<file path="src/rtl/instr_feeder.sv">
// instr_feeder: fetch/issue stage between program ROM and the 16-bit core.
// It walks the ROM from PC=0 and presents each word on DIN with a one-cycle
// Run pulse. It waits for Done from the core before fetching the next word,
// and stops on HALT_WORD or after word PROG_LEN-1.
// Optional build macro FEEDER_WATCHDOG_EN adds a Done watchdog. If it expires,
// the block sets Err and halts. Without the macro, Err is constant 0.
// Handshake: Run is a one-cycle strobe raised only in ISSUE. DIN is stable
// from ISSUE until Done is seen. Done is accepted only in WAIT_DONE; in any
// other state (including the ISSUE cycle) it is ignored. Start is accepted
// only in IDLE or HALT.
module instr_feeder #(
  parameter int          ADDR_W    = 8,
  parameter int          PROG_LEN  = 256,
  parameter logic [15:0] HALT_WORD = 16'hE000,
  parameter int          TIMEOUT   = 16
) (
  input  logic              Clock,
  input  logic              Reset,
  input  logic              Start,
  output logic [ADDR_W-1:0] Mem_addr,
  input  logic [15:0]       Mem_q,
  output logic [15:0]       DIN,
  output logic              Run,
  input  logic              Done,
  output logic [ADDR_W-1:0] PC,
  output logic              Busy,
  output logic              Halted,
  output logic              Err,
  output logic [2:0]        Fsm_state
);

  typedef enum logic [2:0] {
    S_IDLE      = 3'd0,
    S_FETCH     = 3'd1,
    S_LATCH     = 3'd2,
    S_ISSUE     = 3'd3,
    S_WAIT_DONE = 3'd4,
    S_HALT      = 3'd5
  } state_t;

  // The end-of-program check is made before the increment, so PC never wraps.
  localparam logic [ADDR_W-1:0] LAST_PC = ADDR_W'(PROG_LEN - 1);

  state_t            state_q, state_d;
  logic [ADDR_W-1:0] pc_q, pc_d;
  logic [15:0]       din_q, din_d;

`ifdef FEEDER_WATCHDOG_EN
  localparam int WD_W = $clog2(TIMEOUT) + 1;
  logic [WD_W-1:0] wd_q, wd_d;
  logic            err_q, err_d;
`endif

  // State, PC and instruction registers, all with synchronous reset.
  always_ff @(posedge Clock) begin
    if (Reset) begin
      state_q <= S_IDLE;
      pc_q    <= '0;
      din_q   <= '0;
`ifdef FEEDER_WATCHDOG_EN
      wd_q    <= '0;
      err_q   <= 1'b0;
`endif
    end else begin
      state_q <= state_d;
      pc_q    <= pc_d;
      din_q   <= din_d;
`ifdef FEEDER_WATCHDOG_EN
      wd_q    <= wd_d;
      err_q   <= err_d;
`endif
    end
  end

  // Next-state logic: fetch, latch, issue, then wait for the core.
  always_comb begin
    state_d = state_q;
    pc_d    = pc_q;
    din_d   = din_q;
`ifdef FEEDER_WATCHDOG_EN
    err_d   = err_q;
    // The counter runs only in WAIT_DONE, so it is zero on entry.
    wd_d    = (state_q == S_WAIT_DONE) ? wd_q + 1'b1 : '0;
`endif
    case (state_q)
      S_IDLE: begin
        if (Start) begin
          state_d = S_FETCH;
          pc_d    = '0;
        end
      end
      S_FETCH: state_d = S_LATCH;
      S_LATCH: begin
        // The halt word is captured too, but it is never issued.
        din_d   = Mem_q;
        state_d = (Mem_q == HALT_WORD) ? S_HALT : S_ISSUE;
      end
      S_ISSUE: state_d = S_WAIT_DONE;
      S_WAIT_DONE: begin
        if (Done) begin
          if (pc_q == LAST_PC) begin
            state_d = S_HALT;
          end else begin
            pc_d    = pc_q + 1'b1;
            state_d = S_FETCH;
          end
        end
`ifdef FEEDER_WATCHDOG_EN
        else if (wd_q == WD_W'(TIMEOUT - 1)) begin
          // Stalled core: keep PC at the hung instruction for post-mortem.
          err_d   = 1'b1;
          state_d = S_HALT;
        end
`endif
      end
      S_HALT: begin
        if (Start) begin
          state_d = S_FETCH;
          pc_d    = '0;
`ifdef FEEDER_WATCHDOG_EN
          err_d   = 1'b0;
`endif
        end
      end
      default: state_d = S_IDLE;
    endcase
  end

  assign Mem_addr  = pc_q;
  assign PC        = pc_q;
  assign DIN       = din_q;
  assign Run       = (state_q == S_ISSUE);
  assign Busy      = (state_q != S_IDLE) && (state_q != S_HALT);
  assign Halted    = (state_q == S_HALT);
  assign Fsm_state = state_q;

`ifdef FEEDER_WATCHDOG_EN
  assign Err = err_q;
`else
  // TIMEOUT only has meaning with the watchdog. It is referenced here so the
  // parameter stays part of the interface; the expression is constant 0.
  localparam logic TIMEOUT_SET = (TIMEOUT > 0);
  assign Err = 1'b0 & TIMEOUT_SET;
`endif

endmodule
</file>
<file path="config.mk">
export PLATFORM = sky130hd
export DESIGN_NAME = instr_feeder
export DESIGN_NICKNAME = d
export VERILOG_FILES = /design/src/rtl/instr_feeder.sv
export SDC_FILE = /design/constraint.sdc
export NUM_CORES = 1
export LEC_CHECK = 0
export BUFFER_PORTS_ARGS = -buffer_cell sky130_fd_sc_hd__buf_2
export CAP_MARGIN = 20
export CORE_ASPECT_RATIO = 1.5
export CORE_MARGIN = 3
export CORE_UTILIZATION = 41
export DETAILED_ROUTE_END_ITERATION = 7
export PLACE_DENSITY = 0.7
export REMOVE_ABC_BUFFERS = 1
export SKIP_LAST_GASP = 1
export SYNTH_ARGS = -nofsm -noshare
export SYNTH_HDL_FRONTEND = slang
export SYNTH_SLANG_ARGS = --single-unit
</file>
<file path="constraint.sdc">
create_clock -name Clock -period 3.8 [get_ports Clock]
set_clock_uncertainty 0.05 [all_clocks]
set_input_delay 0.57 -clock Clock [delete_from_list [all_inputs] [get_ports Clock]]
set_output_delay 0.57 -clock Clock [all_outputs]
set_load 0.1 [all_outputs]
</file>
* After elaboration in Yosys (flattened, before gate mapping)
Index checks and enable logic that the tools add are counted.
** Storage, ports and cells
- Word-level logic and storage cells :: 31
- Bits in registers :: 27
- Output and inout port bits :: 39
- Input port bits :: 20
** Cells by class
- $add $sub $neg :: 1
- Reduce and logical (&&, ||, !) cells :: 7
- Mux-type cells :: 9
- Equal/unequal tests :: 11
** Operator list (number)
- 8-bit two-way mux :: 3
- 16-bit == test (second input constant) :: 1
- 8-bit case mux with 2 select lines :: 1
- 3-bit case mux with 5 select lines :: 1
- 3-bit two-way mux :: 4
- 8-bit by 1-bit adder with 8-bit output (second input constant) :: 1
- 8-bit == test (second input constant) :: 1
- 3-bit by 2-bit == test with 1-bit output (second input constant) :: 2
- 3-bit == test (second input constant) :: 2
- 2-bit != test (second input constant) :: 2
- 4-bit AND reduction :: 1
- 3-bit by 1-bit == test with 1-bit output (second input constant) :: 1
- 3-bit zero test :: 1
- 3-bit != test (second input constant) :: 1
- 3-bit nonzero test :: 1
- 2-bit by 1-bit != test with 1-bit output (second input constant) :: 1
- 2-bit AND reduction :: 1
- 2-bit nonzero test :: 1
- 2-bit OR reduction :: 1
- 1-bit logical AND :: 1

* Longest topological paths before layout
Gate-level depths: netlist (run 1).
- Depth in word-level cells :: 4
- Depth in mapped cells :: 7
- Depth with buffers taken out :: 5

* Least setup slack after synthesis (run 1)
OpenSTA, ideal clock, no wires.
- Path kind :: register to output
- From :: register state_q[0], in the netlist Fsm_state[0]
- To :: output Run
- Setup slack :: -0.367 ns
- Arrival time :: 3.547 ns
- Buffers on the path :: 1
- Data required time :: 3.180 ns
- Cell stages (with the launch flop) :: 3
- Cell sequence :: dfxtp_1 buf_4 nor3b_1
** Between the ends
- Cells in the longest elaborated chain, start to end :: 1
** RTL lines
- from (decl) :: RTL line 44 : state_t state_q, state_d;
- from (signal assigned) :: RTL line 65 : state_q <= state_d;
- 3-bit by 2-bit == test with 1-bit output :: RTL line 132 : assign Run = (state_q == S_ISSUE);
- to (decl) :: RTL line 23 : output logic Run,
Every way passes these cells.

* Final worst setup path (run 1)
- From :: register state_q[0], in the netlist Fsm_state[0]
- To :: output Busy
** Between the ends
- Cells in the longest elaborated chain, start to end :: 2
- Elaborated cells between the ends (all ways) :: 3
- Classes of those cells :: eq/ne (1); reduce/logical (2)
** RTL lines
- 3-bit != test / 3-bit nonzero test (equally long branches) :: RTL line 133 : assign Busy = (state_q != S_IDLE) && (state_q != S_HALT);
- 1-bit logical AND (*) :: RTL line 133
- to (decl) :: RTL line 26 : output logic Busy,
Every way passes the cells marked *; elsewhere a longest branch is shown, timed or not.

==> impl_metrics.tcl, run 1 <==
set metrics [dict create \
    finalCoreUtilization_pct 51.6 \
    crit_fanout 15 \
    dp_hpwl_um 2370 \
    nets 232 \
    multiInputGateArea_um2 714 \
    yosysWarnings 0 \
    rsz0062_at_grt "no" \
    insertion_delay_ns 0.27 \
    max_slew_margin_pct 60.5 \
    dpl_cell_area_um2 1600 \
    crit_type "reg2out" \
    firstDrtPassIters 4 \
    max-cap-violations 0 \
    dieArea_um2 4110 \
    ctsResizeCount 0 \
    io_buffers 57 \
    grt_start_max_net_pins 24 \
    final_layout_size_suffix_gt1_share_pct 31.9 \
    synth-seq-area-share_pct 39.2 \
    vias 1328 \
    ys_top_cells_by_count "nand2_1, dfxtp_1, a21oi_1, buf_4, o21ai_0" \
    worst_ir_drop_vdd_v 0.000179 \
    place.gp.congestion 0.794 \
    crit_chain "xnor2_1 -> nand2_1 -> buf_2" \
    synth_seq_cells 27 \
    crit_buf_inv 1 \
    grt_pass1_vias 1193 \
    synthCells 166 \
    ys_types 41 \
    cts_buffer_depth 2 \
    synthFlopType "dfxtp_1" \
    slew_violations 0 \
    tightest_slew_ns 0.591 \
    n_fill_cell 349 \
    ctsHoldBuffers 0 \
    cts_tree "yes" \
    grt.total_usage_pct 15.4 \
    finalSetupTns_ns 0 \
    postRouteAntennaNets 0 \
    fp-row-count 25 \
    run_status "complete, no violations" \
    yosysTopAreaCell "dfxtp_1" \
    whs_ns 0.406 \
    core_um2 3190 \
    powerDensity_nw_per_um2 396 \
    startpoint_type "flip-flop" \
    antenna_found_initial 0 \
    async_flop_share_pct 0 \
    synth_area_leaders "dfxtp_1, nand2_1, a21oi_1" \
    clk_pin_slew_worst_paths_ns 0.09 \
    synth.avg_cell_area_um2 8.31 \
    cts_made_buffers 3 \
    cp_slowest_stage_delay_ns 0.71 \
    hold_violations 0 \
    min_path_type "reg2reg" \
    syn_area_um2 1380 \
    worstPathArrival_ns 1.73 \
    grt_pass1_wl_um 4990 \
    fp.dieW_um 53.4 \
    postCtsSetupRepairBufs 0 \
    yosysMostFrequentCell "nand2_1" \
    htree_levels 1 \
    final_area_um2 1650 \
    worstPathRequired_ns 3.18 \
    grt_remaining_overflow 0 \
    area_growth_pct 19.4 \
    cts_root_buffer "clkbuf_8" \
    initial_core_util_pct 43.2 \
    synth_edf_count 0 \
    seqCellArea_um2 541 \
    io_pins 59 \
    min_period_ns 2.35 \
    drt_iter0_markers 24 \
    setup_violations 0 \
    yosysTopAreaCellShare_pct 39.2 \
    p_total_uw 652 \
    cts.sinks 27 \
    num_antenna_cells 0 \
    period_share_pct 61.7 \
    end_kind "output port" \
    wl_um 3170 \
    cp_top_family "flip-flops" \
    cpMaxStageDelayCell "dfxtp_1" \
    viasPerCell 5.31 \
    wl_per_cell_um 12.7 \
    p_leak_uw 0.000706 \
    die_h_um 77.0 \
    fmax_ghz 0.426 \
    drc 0 \
]
==> placed cells by master, fill, tap and decap left out, types with 2 or more instances in the layout <==
| master | n |
|---|---|
| nand3_1 | 4 |
| nor3_4 | 2 |
| o21ai_0 | 5 |
| or3_1 | 4 |
| nor2_1 | 2 |
| nor3b_1 | 3 |
| a211oi_1 | 2 |
| nor4_1 | 2 |
| dfxtp_1 | 27 |
| a21oi_1 | 19 |
| inv_1 | 2 |
| nand2_1 | 42 |
| buf_2 | 57 |
| and4_1 | 2 |
| a311oi_2 | 2 |
| nor3_1 | 4 |
| and3_1 | 2 |
| o211ai_1 | 2 |
| clkbuf_8 | 3 |
| nand4_1 | 3 |
==> metal layers <==
metal / track usage, % / routed length [µm] / vias to the layer above
met5: 0 / 0 / -
li1: - / - / 670
met2: 26.0 / 1450 / 61
met3: 2.91 / 291 / 2
met1: 19.0 / 1420 / 595
met4: 4.60 / 14 / 0
==> per-stage QoR <==
step,setup WS [ns],instances
3_3_place_gp,1.82,246
4_1_cts,1.46,250
3_5_place_dp,1.77,246
2_1_floorplan,-0.381,149
6_report,1.45,250
5_1_grt,1.33,250
==> logic make-up (layout without fill, tap and decap cells) <==
kind of cell / after synthesis / in the layout / synth area share (%)
xor gates and xnor gates: 1 / 1 / 0.635
and+or+nand+nor: 77 / 77 / 30.9
AOI/OAI and AO/OA: 37 / 37 / 17.5
DFF: 27 / 27 / 39.2
muxes: 2 / 2 / 1.54
other: 1 / 1 / 0.272
buffers and inverters: 20 / 64 / 8.98
adders and majority gates: 1 / 1 / 0.907
==> worst min-delay path: cells and delay by family (launching register included) <==
kind | cells | cell delay (ns)
DFF | 1 | 0.31
and+or+nand+nor | 1 | 0.05
AOI/OAI and AO/OA | 1 | 0.05
==> registers in the layout (all words and copies together), names as in the netlist <==
signal,cells
Fsm_state,3
Mem_addr,8
DIN,16
==> report_power, final <==
part | leakage (µW) | total (µW) | switching [µW] | internal [µW]
Clock | 0.0000228 | 158 | 83.1 | 74.9
Combinational | 0.000465 | 186 | 151 | 34.9
Sequential | 0.000219 | 308 | 13.1 | 294
==> layout make-up <==
type,instances,share of cell area (%)
Sequential cell,27,32.8
Inverter,3,0.684
Multi-Input combinational cell,119,43.4
Tap cell,40,3.04
Timing Repair Buffer,57,17.3
Clock buffer,4,2.74
==> path summary, 6_finish.rpt <==
kind	start	end	slack, ns	depth (start not counted)
setup / recovery	Fsm_state[0]$_SDFFE_PP0P_	Busy	1.45	3
hold / removal	DIN[15]$_SDFFE_PP0N_	DIN[15]$_SDFFE_PP0N_	0.41	2
setup reg to reg	Fsm_state[0]$_SDFFE_PP0P_	Mem_addr[3]$_SDFFE_PP0P_	1.89	4
hold reg to reg	DIN[15]$_SDFFE_PP0N_	DIN[15]$_SDFFE_PP0N_	0.41	2
(Power assumes the default switching activity.)
==> run 2, diff against run 1 <==
- PLACE_DENSITY: 0.7 -> 0.73
- clock period: 3.8 -> 2.05 ns (I/O delays scaled with it)
==> run 2 against run 1 <==
Against the previous run: sequential power increased by 84%; cell count is 2.0% higher; cell area grew 4.2%; critical path depth is the same; sequential share of layout area is 1.3 points lower; register-to-register slack got worse by 1.5 ns; die area stayed put; combinational power rose by 100%.
==> impl_metrics.tcl, run 2 (synthesis gave the netlist of run 1 again) <==
set metrics [dict create \
    run_status "complete, no violations" \
    io_pins 59 \
    clk_pin_slew_worst_paths_ns 0.09 \
    crit_chain "inv_2 -> nor3b_1 -> buf_12" \
    cts.sinks 27 \
    core_um2 3190 \
    hold_violations 0 \
    final_layout_size_suffix_gt1_share_pct 34.0 \
    place_ws_ns 0.351 \
    holdCritStartpoint "Mem_q[14]" \
    grt_remaining_overflow 0 \
    most-common-layout-cells "buf_2, nand2_1, dfxtp_1" \
    crit_fanout 9 \
    fp-row-count 25 \
    dp_hpwl_um 2470 \
    worst_ir_drop_vdd_v 0.000383 \
    cpMaxStageDelayCell "dfxtp_1" \
    crit_buf_inv 2 \
    cp_top_family "flip-flops" \
    htree_levels 1 \
    antenna_found_initial 0 \
    postRouteAntennaNets 0 \
    drc 0 \
    rr_startpoint "Fsm_state[0]$_SDFFE_PP0P_" \
    io_buffers 57 \
    finalSetupTns_ns 0 \
    viasPerCell 5.29 \
    rrSetupSlack_ns 0.35 \
    wl_um 3220 \
    min_period_ns 1.92 \
    insertion_delay_ns 0.27 \
    crit_type "reg2out" \
    slew_violations 0 \
    max_slew_margin_pct 65.0 \
    cp_slowest_stage_delay_ns 0.56 \
    holdPathEnd "DIN[14]$_SDFFE_PP0N_" \
    p_leak_uw 0.000742 \
    ctsHoldBuffers 0 \
    worstPathRequired_ns 1.69 \
    grt.total_usage_pct 16.1 \
    firstDrtPassIters 4 \
    startpoint_type "flip-flop" \
    place.gp.congestion 0.817 \
    grt_pass1_vias 1231 \
    holdPathStages 3 \
    die_h_um 77.0 \
    cts_buffer_depth 2 \
    wl_per_cell_um 12.6 \
    end_kind "output port" \
    layout_setup_ws_ns 0.132 \
    vias 1350 \
    worstPathArrival_ns 1.56 \
    multiInputGateArea_um2 714 \
    postCtsSetupRepairBufs 0 \
    grt_pass1_wl_um 5270 \
    reg2reg_to "Mem_addr[6]$_SDFFE_PP0P_" \
    area_growth_pct 24.4 \
    tightest_slew_ns 0.524 \
    rsz0062_at_grt "no" \
    mostFrequentLayoutCell "buf_2" \
    seqCellArea_um2 541 \
    min_path_type "in2reg" \
    nets 237 \
    ff2ff_path_depth 5 \
    initial_core_util_pct 43.2 \
    cts_tree "yes" \
    grt_start_max_net_pins 17 \
    powerDensity_nw_per_um2 722 \
    ctsResizeCount 0 \
    fp.dieW_um 53.4 \
    period_share_pct 93.6 \
    fmax_ghz 0.521 \
    max-cap-violations 0 \
    dieArea_um2 4110 \
    num_antenna_cells 0 \
    drt_iter0_markers 22 \
    n_fill_cell 337 \
    cts_root_buffer "clkbuf_8" \
    setup_violations 0 \
    largest_reg_flops 16 \
    cts_made_buffers 3 \
]
## run 2: worst reg2reg max path: cells and delay by family (launching register included)
kind	cells	cell delay, ns
AO/OA/AOI/OAI	2	0.51
AND/OR/NAND/NOR	1	0.19
flip-flops	1	0.49
buffers and inverters	1	0.23
XOR/XNOR	1	0.12
## run 2: metal layers
layer / up-vias / GRT usage, % / share of wire (%)
met1: 611 / 19.9 / 43
met5: - / 0 / 0
li1: 675 / - / -
met3: 4 / 3.11 / 8.6
met4: 0 / 6.65 / 1.3
met2: 60 / 26.2 / 47
## run 2: worst max-delay path by stage
stage / start / to / slack [ns] / cells after the start
2_1_floorplan: Fsm_state[1]$_SDFFE_PP0P_ / Run / -1.87 / 2
3_3_place_gp: Fsm_state[0]$_SDFFE_PP0P_ / Mem_addr[6]$_SDFFE_PP0P_ / 0.37 / 5
3_5_place_dp: Fsm_state[0]$_SDFFE_PP0P_ / Mem_addr[6]$_SDFFE_PP0P_ / 0.35 / 5
4_1_cts: Fsm_state[1]$_SDFFE_PP0P_ / Run / 0.1 / 3
5_1_grt: Fsm_state[1]$_SDFFE_PP0P_ / Run / 0.008 / 3
6_report: Fsm_state[1]$_SDFFE_PP0P_ / Run / 0.13 / 3
## run 2: per-stage QoR
step	hold slack [ns]	area (µm²)	cells	util, %	total power (µW)
finish	0.227	1720	255	53.8	1240
global route	0.224	1720	255	53.8	1300
CTS	0.220	1720	255	53.8	1250
detailed placement	0.394	1670	251	52.3	952
floorplan	0.325	1270	149	-	855
global placement	0.390	1670	251	52.3	949
## run 2: layout make-up
cell class	count	area share, %
multi-input combinational	119	41.6
sequential	27	31.5
inverter	3	0.656
clock buffer	3	2.41
tap	40	2.92
clock inverter	1	0.292
timing repair buffer	62	20.6
## run 2: power breakdown
part,internal (µW),switching [µW],leakage [µW],total [µW]
Clock,136,165,0.0000255,301
Combinational,82.2,289,0.000498,372
Sequential,546,19.7,0.000219,566
